## config.mk

```make
export PLATFORM = sky130hd
export DESIGN_NAME = cpu_ctrl_flat
export DESIGN_NICKNAME = d
export VERILOG_FILES = /design/src/rtl/cpu_pkg.sv /design/src/rtl/cpu_ctrl_if.sv /design/src/rtl/cpu_ctrl_instr_dec.sv /design/src/rtl/cpu_ctrl.sv /design/src/flat_wrapper.sv
export SDC_FILE = /design/constraint.sdc
export NUM_CORES = 1
export LEC_CHECK = 0
export ABC_AREA = 1
export ABC_CLOCK_PERIOD_IN_PS = 2800
export CORE_UTILIZATION = 40
export CTS_BUF_LIST = sky130_fd_sc_hd__clkbuf_8 sky130_fd_sc_hd__clkbuf_16
export CTS_CLUSTER_DIAMETER = 50
export DETAILED_ROUTE_END_ITERATION = 6
export MAX_ROUTING_LAYER = met4
export PLACE_DENSITY = 0.9
export SYNTH_ARGS = -nofsm -noshare
export SYNTH_HDL_FRONTEND = slang
export SYNTH_SLANG_ARGS = --single-unit
export TNS_END_PERCENT = 20
```

## constraint.sdc

```tcl
create_clock -name clk -period 2.8 [get_ports clk]
set_input_delay 0.84 -clock clk [delete_from_list [all_inputs] [get_ports clk]]
set_output_delay 0.84 -clock clk [all_outputs]
set_load 0.03 [all_outputs]
```

## src/rtl/cpu_pkg.sv

```systemverilog
// cpu_pkg: shared types and constants for the instruction-register / control
// slice (state encoding, opcode fields, ALU operation codes, instruction class).
package cpu_pkg;

    localparam int IW  = 16;  // instruction width; the field layout below needs 16
    localparam int RAW = 3;   // register-file address width

    typedef enum logic [2:0] {
        S_WAIT,
        S_DECODE,
        S_GET_A,
        S_GET_B,
        S_ALU,
        S_WRITE_REG,
        S_WRITE_IMM,
        S_HALT
    } state_e;

    // Major opcode in ir[15:13]
    localparam logic [2:0] OP_MOV = 3'b110;
    localparam logic [2:0] OP_ALU = 3'b101;

    // Sub-opcode in ir[12:11], meaning depends on the major opcode
    localparam logic [1:0] SUB_MOV_IMM = 2'b10;
    localparam logic [1:0] SUB_MOV_REG = 2'b00;
    localparam logic [1:0] SUB_ADD     = 2'b00;
    localparam logic [1:0] SUB_CMP     = 2'b01;
    localparam logic [1:0] SUB_AND     = 2'b10;
    localparam logic [1:0] SUB_MVN     = 2'b11;

    // ALU operation codes driven on ALUop
    localparam logic [1:0] ALU_ADD  = 2'b00;
    localparam logic [1:0] ALU_SUB  = 2'b01;
    localparam logic [1:0] ALU_AND  = 2'b10;
    localparam logic [1:0] ALU_NOTB = 2'b11;

    typedef enum logic [2:0] {
        CLS_MOV_IMM,
        CLS_MOV_REG,
        CLS_ADD,
        CLS_CMP,
        CLS_AND,
        CLS_MVN,
        CLS_ILLEGAL
    } instr_cls_e;

endpackage

```

## src/rtl/cpu_ctrl_if.sv

```systemverilog
// cpu_ctrl_if: instruction handshake (s/load/in/w) plus the datapath control
// bundle. master = controller side, slave = host/datapath side.
interface cpu_ctrl_if;
    import cpu_pkg::*;

    logic           s;
    logic           load;
    logic [IW-1:0]  in;
    logic           w;
    logic [RAW-1:0] readnum;
    logic [RAW-1:0] writenum;
    logic           write;
    logic           vsel;
    logic           loada;
    logic           loadb;
    logic           loadc;
    logic           loads;
    logic           asel;
    logic           bsel;
    logic [1:0]     shift;
    logic [1:0]     ALUop;
    logic [IW-1:0]  datapath_in;
    logic           illegal;

    modport master (
        input  s, load, in,
        output w, readnum, writenum, write, vsel, loada, loadb, loadc, loads,
               asel, bsel, shift, ALUop, datapath_in, illegal
    );

    modport slave (
        output s, load, in,
        input  w, readnum, writenum, write, vsel, loada, loadb, loadc, loads,
               asel, bsel, shift, ALUop, datapath_in, illegal
    );

endinterface

```

## src/rtl/cpu_ctrl_instr_dec.sv

```systemverilog
// instr_dec: purely combinational split of the instruction register into
// register fields, shift amount, sign-extended immediates and an instruction class.
module instr_dec
    import cpu_pkg::*;
(
    input  logic [IW-1:0]  ir,
    output logic [RAW-1:0] rn,
    output logic [RAW-1:0] rd,
    output logic [RAW-1:0] rm,
    output logic [1:0]     sh,
    output logic [IW-1:0]  sximm5,
    output logic [IW-1:0]  sximm8,
    output instr_cls_e     cls
);

    logic [2:0] op;
    logic [1:0] sub;

    assign op     = ir[15:13];
    assign sub    = ir[12:11];
    assign rn     = ir[10:8];
    assign rd     = ir[7:5];
    assign sh     = ir[4:3];
    assign rm     = ir[2:0];
    assign sximm8 = {{8{ir[7]}}, ir[7:0]};
    assign sximm5 = {{11{ir[4]}}, ir[4:0]};

    // Classify the op/sub pair; any combination not listed is illegal.
    always_comb begin
        // NOTE: default assigned first so every path drives cls and no latch is inferred.
        cls = CLS_ILLEGAL;
        case (op)
            OP_MOV: begin
                case (sub)
                    SUB_MOV_IMM: cls = CLS_MOV_IMM;
                    SUB_MOV_REG: cls = CLS_MOV_REG;
                    default:     cls = CLS_ILLEGAL;
                endcase
            end
            OP_ALU: begin
                case (sub)
                    SUB_ADD: cls = CLS_ADD;
                    SUB_CMP: cls = CLS_CMP;
                    SUB_AND: cls = CLS_AND;
                    SUB_MVN: cls = CLS_MVN;
                endcase
            end
            default: cls = CLS_ILLEGAL;
        endcase
    end

endmodule

```

## src/rtl/cpu_ctrl.sv

```systemverilog
// cpu_ctrl: instruction register plus multicycle Moore control FSM driving the
// datapath. w=1 only in WAIT. Optional feature macro CTRL_ILLEGAL_TRAP_EN:
// when defined an illegal opcode parks the FSM in HALT with illegal=1 until
// reset; when undefined an illegal opcode is a two-edge NOP and illegal is 0.
module cpu_ctrl
    import cpu_pkg::*;
(
    input  logic       clk,
    input  logic       reset,
    cpu_ctrl_if.master bus
);

    state_e         state;
    state_e         state_nxt;
    logic [IW-1:0]  ir;

    logic [RAW-1:0] rn;
    logic [RAW-1:0] rd;
    logic [RAW-1:0] rm;
    logic [1:0]     sh;
    logic [IW-1:0]  sximm5;
    logic [IW-1:0]  sximm8;
    instr_cls_e     cls;

    instr_dec u_dec (
        .ir     (ir),
        .rn     (rn),
        .rd     (rd),
        .rm     (rm),
        .sh     (sh),
        .sximm5 (sximm5),
        .sximm8 (sximm8),
        .cls    (cls)
    );

    // State register; reset returns to WAIT from anywhere, including mid-instruction.
    always_ff @(posedge clk or posedge reset) begin
        if (reset) begin
            state <= S_WAIT;
        end else begin
            // NOTE: non-blocking so state and IR both update from pre-edge values.
            state <= state_nxt;
        end
    end

    // Instruction register: loads only while idle, so DECODE sees the word
    // captured on the same edge that accepted s.
    always_ff @(posedge clk or posedge reset) begin
        if (reset) begin
            ir <= '0;
        end else if (state == S_WAIT && bus.load) begin
            ir <= bus.in;
        end
    end

    // Next state and Moore outputs, decoded from state and IR only.
    always_comb begin
        state_nxt       = state;
        bus.w           = 1'b0;
        bus.readnum     = '0;
        bus.writenum    = '0;
        bus.write       = 1'b0;
        bus.vsel        = 1'b0;
        bus.loada       = 1'b0;
        bus.loadb       = 1'b0;
        bus.loadc       = 1'b0;
        bus.loads       = 1'b0;
        bus.asel        = 1'b0;
        bus.bsel        = 1'b0;
        bus.shift       = 2'b00;
        bus.ALUop       = ALU_ADD;
        bus.datapath_in = sximm5;

        case (state)
            S_WAIT: begin
                bus.w = 1'b1;
                if (bus.s) state_nxt = S_DECODE;
            end
            S_DECODE: begin
                case (cls)
                    CLS_MOV_IMM:                   state_nxt = S_WRITE_IMM;
                    CLS_MOV_REG, CLS_MVN:          state_nxt = S_GET_B;
                    CLS_ADD, CLS_CMP, CLS_AND:     state_nxt = S_GET_A;
`ifdef CTRL_ILLEGAL_TRAP_EN
                    default:                       state_nxt = S_HALT;
`else
                    default:                       state_nxt = S_WAIT;
`endif
                endcase
            end
            S_GET_A: begin
                bus.readnum = rn;
                bus.loada   = 1'b1;
                state_nxt   = S_GET_B;
            end
            S_GET_B: begin
                bus.readnum = rm;
                bus.loadb   = 1'b1;
                state_nxt   = S_ALU;
            end
            S_ALU: begin
                bus.bsel  = 1'b1;
                bus.shift = sh;
                // Single-operand instructions feed zero on the A side.
                bus.asel  = (cls != CLS_MOV_REG) && (cls != CLS_MVN);
                case (cls)
                    CLS_CMP: bus.ALUop = ALU_SUB;
                    CLS_AND: bus.ALUop = ALU_AND;
                    CLS_MVN: bus.ALUop = ALU_NOTB;
                    default: bus.ALUop = ALU_ADD;
                endcase
                if (cls == CLS_CMP) begin
                    bus.loads = 1'b1;
                    state_nxt = S_WAIT;
                end else begin
                    bus.loadc = 1'b1;
                    state_nxt = S_WRITE_REG;
                end
            end
            S_WRITE_REG: begin
                bus.vsel     = 1'b0;
                bus.writenum = rd;
                bus.write    = 1'b1;
                state_nxt    = S_WAIT;
            end
            S_WRITE_IMM: begin
                bus.vsel        = 1'b1;
                bus.writenum    = rn;
                bus.write       = 1'b1;
                bus.datapath_in = sximm8;
                state_nxt       = S_WAIT;
            end
            S_HALT: begin
                // Parked until reset; every output stays at its default.
                state_nxt = S_HALT;
            end
            default: state_nxt = S_WAIT;
        endcase
    end

`ifdef CTRL_ILLEGAL_TRAP_EN
    // HALT is left only by reset, so the state itself is the sticky flag.
    assign bus.illegal = (state == S_HALT);
`else
    assign bus.illegal = 1'b0;
`endif

endmodule

```

## src/flat_wrapper.sv

```systemverilog
// flat-port wrapper written by rule: the top's interface ports become plain ports
module cpu_ctrl_flat import cpu_pkg::*;
  (clk, reset, bus_s, bus_load, bus_in, bus_w, bus_readnum, bus_writenum, bus_write, bus_vsel, bus_loada, bus_loadb, bus_loadc, bus_loads, bus_asel, bus_bsel, bus_shift, bus_ALUop, bus_datapath_in, bus_illegal);
  cpu_ctrl_if bus_i ();
  input  logic clk;
  input  logic reset;
  input wire logic [$bits(bus_i.s)-1:0] bus_s;
  input wire logic [$bits(bus_i.load)-1:0] bus_load;
  input wire logic [$bits(bus_i.in)-1:0] bus_in;
  output wire logic [$bits(bus_i.w)-1:0] bus_w;
  output wire logic [$bits(bus_i.readnum)-1:0] bus_readnum;
  output wire logic [$bits(bus_i.writenum)-1:0] bus_writenum;
  output wire logic [$bits(bus_i.write)-1:0] bus_write;
  output wire logic [$bits(bus_i.vsel)-1:0] bus_vsel;
  output wire logic [$bits(bus_i.loada)-1:0] bus_loada;
  output wire logic [$bits(bus_i.loadb)-1:0] bus_loadb;
  output wire logic [$bits(bus_i.loadc)-1:0] bus_loadc;
  output wire logic [$bits(bus_i.loads)-1:0] bus_loads;
  output wire logic [$bits(bus_i.asel)-1:0] bus_asel;
  output wire logic [$bits(bus_i.bsel)-1:0] bus_bsel;
  output wire logic [$bits(bus_i.shift)-1:0] bus_shift;
  output wire logic [$bits(bus_i.ALUop)-1:0] bus_ALUop;
  output wire logic [$bits(bus_i.datapath_in)-1:0] bus_datapath_in;
  output wire logic [$bits(bus_i.illegal)-1:0] bus_illegal;
  assign bus_i.s = bus_s;
  assign bus_i.load = bus_load;
  assign bus_i.in = bus_in;
  assign bus_w = bus_i.w;
  assign bus_readnum = bus_i.readnum;
  assign bus_writenum = bus_i.writenum;
  assign bus_write = bus_i.write;
  assign bus_vsel = bus_i.vsel;
  assign bus_loada = bus_i.loada;
  assign bus_loadb = bus_i.loadb;
  assign bus_loadc = bus_i.loadc;
  assign bus_loads = bus_i.loads;
  assign bus_asel = bus_i.asel;
  assign bus_bsel = bus_i.bsel;
  assign bus_shift = bus_i.shift;
  assign bus_ALUop = bus_i.ALUop;
  assign bus_datapath_in = bus_i.datapath_in;
  assign bus_illegal = bus_i.illegal;
  cpu_ctrl u_core (.clk(clk), .reset(reset), .bus(bus_i));
endmodule
```

After elaboration in Yosys (flattened, before gate mapping)

Cells that the tools add are included.
Widths: inputs -> output; s select.

Add/subtract/negate cells: 0
$mul: 0
Divide/modulo/power cells: 0
Order comparisons: 0
Eq/ne operators: 20
Shift operators: 0
Mux-type cells: 24
Bitwise logic cells: 0
Reductions and logical operators: 8

Operator list:

| kind               | count |
|---|---|
| $eq 3x3->1 const B | 8 |
| $pmux 3 s2         | 4 |
| $pmux 3 s7         | 1 |
| $mux 16            | 1 |
| $eq 3x2->1 const B | 4 |
| $pmux 3 s4         | 1 |
| $mux 1             | 11 |
| $pmux 3 s3         | 1 |
| $eq 3x1->1 const B | 2 |
| $logic_not 3->1    | 2 |
| $mux 3             | 2 |
| $pmux 2 s3         | 1 |
| $eq 2x2->1 const B | 2 |
| $mux 2             | 2 |
| $reduce_or 2->1    | 2 |
| $ne 3x1->1 const B | 1 |
| $ne 3x3->1 const B | 1 |
| $reduce_or 3->1    | 1 |
| $eq 2x1->1 const B | 1 |
| $logic_and 1x1->1  | 2 |
| $logic_not 2->1    | 1 |
| $ne 2x2->1 const B | 1 |

Flip-flop bits (word level): 19
Bits in latches: 0
Memory bits (writable): 0
ROM bits: 0
Input port bits: 20
Output and inout bits: 36
Word-level logic and storage cells: 54
Memories: 0

Longest topological paths before layout

Depth after elaboration: 7
Depth in mapped cells: 8
Mapped depth without buffers: 8

Cells and area by module

Synthesis repeated with hierarchy kept, for this count alone.

Cell total of the unflattened synthesis: 251
Area, all modules: 1621.6 um^2

Modules (own cells, without submodules):

| module    | times used | cells an instance | area an instance (um^2) | sequential area each (um^2) |
|---|---|---|---|---|
| cpu_ctrl  | 1          | 187               | 1201.2                  | 475.5 |
| instr_dec | 1          | 64                | 420.4                   | 0.0 |

Worst setup path before layout

No wires, ideal clock.

Kind: reg2out
Start point: register u_core.state[0]
End point: output bus_datapath_in[10]
Arrival time: 2194 ps
Required time: 1960 ps
Path slack: -234 ps
Stages on the path, launching flop included: 5
Buffers on the path: 1
Path through: dfrtp_1 -> inv_1 -> nand3_1 -> o21ai_0 -> buf_4

Cells in the longest elaborated chain, start to end: 2

RTL lines:

| element                | line               | RTL |
|---|---|---|
| from (decl)            | cpu_ctrl.sv:13     | `state_e state;` |
| from (signal assigned) | cpu_ctrl.sv:42     | `state <= state_nxt;` |
| $eq 3x3->1             | cpu_ctrl.sv:74     | `case (state)` |
| $mux 16                | cpu_ctrl.sv:74     |  |
| to (decl)              | flat_wrapper.sv:23 | `output wire logic [$bits(bus_i.datapath_in)-1:0] bus_datapath_in;` |

No other way between the ends.

Worst setup path in the final report

Start point: register u_core.state[0]
End point: output bus_write

Cells in the longest elaborated chain, start to end: 3
Elaborated cells on any way between the ends: 4
Classes of those cells: 2 x eq/ne; 1 x mux; 1 x reduce/logical

RTL lines:

| element                            | line               | RTL |
|---|---|---|
| $eq 3x3->1                         | cpu_ctrl.sv:74     |  |
| $reduce_or 2->1 (no source line) * | -                  |  |
| $mux 1 *                           | cpu_ctrl.sv:74     |  |
| to (decl)                          | flat_wrapper.sv:13 | `output wire logic [$bits(bus_i.write)-1:0] bus_write;` |

Every way passes the cells marked *; elsewhere a longest branch is shown, timed or not.

==> impl_metrics.toml <==
[worst_setup_path]
crit_chain = "inv_1 > nand3_1 > nand2_1 > clkdlybuf4s50_1"
path_max_fanout = 9
required_ns = 1.96
cp-startpoint = "u_core.state[0]"
path_class = "reg -> out"
crit_path_end_kind = "primary output"
start_kind = "register"
timing.reg2reg.setup_slack_ns = 1.20
critPathSlowestCell = "clkdlybuf4s50_1"
arrival_ns = 1.89
timing.rr.start = "u_core.state[1]"
critPathMaxStageDelay_ns = 0.67

[logic_synthesis]
synth.distinct_cells = 20
synthCells = 143
ys_seq_area_share_pct = 42.41
async_flop_share_pct = 100.0
synth_edf_count = 0
ys_seq_elements = 19
netlist_area_um2 = 1121
yosysTopAreaCellShare_pct = 42.41
synth_area_leaders = "dfrtp_1 42%, buf_4 9.4%, nor2_1 8.7%, inv_1 7.7%, a21oi_1 6.7%"
synth.avg_cell_area_um2 = 7.840
yosysWarnings = 0
ys.flop_type = "dfrtp_1"
synth_area_leader_cell = "dfrtp_1"
syn_nets = 163

[layout]
fin_area_um2 = 1588
syn2layout_area_growth_pct = 41.63
stdcell_count = 212
drive_above_1_share_pct = 10.44
fill_cells = 234
antenna_cells = 0
final_nets = 203
final_util_pct = 61.84

[timing]
finalCriticalPeriod_ns = 2.732
clock_skew_ns = 0.003266
max_slew_margin_pct = 53.71
tightest_slew_ns = 0.6936
fin_crit_sh_pct = 97.56
setup_tns_ns = 0
rsz0062_at_grt = "true"
holdWs_ns = 0.5458
drv_slew = 0
worst_slack_ns = 0.06820
finalHoldViolCount = 0
fmax_mhz = 366.1
setup_viol = 0

[route]
viasPerCell = 5.118
drc_errors = 0
vias = 1085
first_iter_violations = 35
wl_mm = 2.721
postRouteAntennaNets = 0
wire_per_inst_um = 12.83
first_pass_iters = 5

[die]
die_w_um = 54.94
dieArea_um2 = 3018
start_util_pct = 43.66
core_um2 = 2567
ios = 56
die_h_um = 54.94
rows = 18

[run_status]
status = "finished, final reports clean"

[global_routing]
grt_pass1_vias = 936
grt.total_usage_pct = 19.80
antenna_found_initial = 0
overflow = 0
grt_max_degree = 30
grt_pass1_wl_mm = 4.036

[clocking]
cts_made_buffers = 3
clock_sinks = 19
clk_pin_slew_worst_paths_ns = 0.07
clockBufferDepth = 2
cts_setup_buffers = 0
hold_buffers = 0
cts_tree = "yes"
ctsRootBufferMaster = "clkbuf_8"
clk_latency_ns = 0.26
htree_levels = 1

[power]
power_mw = 1.966
p_per_area_nw_per_um2 = 1238
ir_drop_uv = 914.0
p_leak_nw = 0.9074

[placement]
dp_cells = 208
dpl_cell_area_um2 = 1535
place_congestion = 0.7989
io_buffer_count = 54
dp_hpwl_mm = 1.987
place_ws_ns = 0.1756

[min_path]
hold_path_class = "reg -> reg"
hp-start = "u_core.ir[1]"

[flow_run]
cap_violations = 0
-- what timing repair did --
item	4_1_cts	5_1_grt
hold endpoints to repair	0	0
setup endpoints to repair	9	17
gates resized for setup	9	7
-- report_power, final --
group	switching, mW	total [mW]	internal, mW
clock network	0.0908	0.188	0.0976
registers	0.114	0.521	0.407
logic	0.797	1.26	0.459
total	1.00	1.97	0.964
-- cell usage after synthesis (2+ instances only) --
cell / n
nor2_1: 26
inv_1: 23
dfrtp_1: 19
a21oi_1: 15
buf_4: 14
nand2_1: 11
nand3_1: 7
o22ai_1: 6
o21ai_0: 5
mux2_4: 3
buf_2: 2
buf_6: 2
nand4_1: 2
nor3_1: 2
-- cell type report --
class                           instances  area (um^2)  area share (%)
Timing Repair Buffer                   54        521.8           32.86
Sequential cell                        19        475.5           29.94
Multi-Input combinational cell         82        421.7           26.56
Inverter                               23        86.33           5.437
Clock buffer                            3        41.29           2.600
Tap cell                               30        37.54           2.364
Clock inverter                          1        3.754          0.2364
-- path summary, 6_finish.rpt --
| path | endpoint | depth (start not counted) |
|---|---|---|
| worst max-delay path | bus_write | 4 |
| max in group asynchronous | u_core.ir[7] | 2 |
| worst min-delay path | u_core.ir[1] | 2 |
| worst min register to register | u_core.ir[1] | 2 |
| min in group asynchronous | u_core.ir[12] | 2 |
| worst max register to register | u_core.ir[15] | 3 |
-- registers in the layout, summed over array words and instances (netlist names) --
| register | flops |
|---|---|
| u_core.ir | 16 |
| u_core.state | 3 |
-- cells by family after synthesis --
family,synth area share (%)
AND/OR/NAND/NOR,20.65
buffers and inverters,20.31
AO/OA/AOI/OAI,12.28
flip-flops,42.41
multiplexers,4.018
other,0.3345
-- placed cells by master (no fill, tap or decap) --
master and instances:
clkdlybuf4s50_1 30, nor2_1 26, inv_1 24, dfrtp_1 19, a21oi_1 15, nand2_1 11, dlygate4sd2_1 9, buf_4 9
nand3_1 7, o22ai_1 6, dlymetal6s2s_1 6, o21ai_0 4, mux2_4 3, clkbuf_8 3, nand4_1 2, nor3_1 2
nor3_4 1, nand2_2 1, nor4_1 1, or2_2 1, o21ai_2 1, conb_1 1
-- critical path: cells and delay by family (launching register included) --
kind          cells  cell delay [ns]
simple gates      2             0.38
buf+inv           2             0.80
flops             1             0.45
-- layer usage --
metal / share of wire (%) / track usage [%] / vias to the layer above
li1: - / - / 516
met2: 54 / 36.75 / 57
met3: 7.0 / 3.552 / 5
met5: 0 / - / -
met4: 1.3 / 7.083 / 0
met1: 38 / 20.76 / 507
Power figures use the tool's default switching activity.
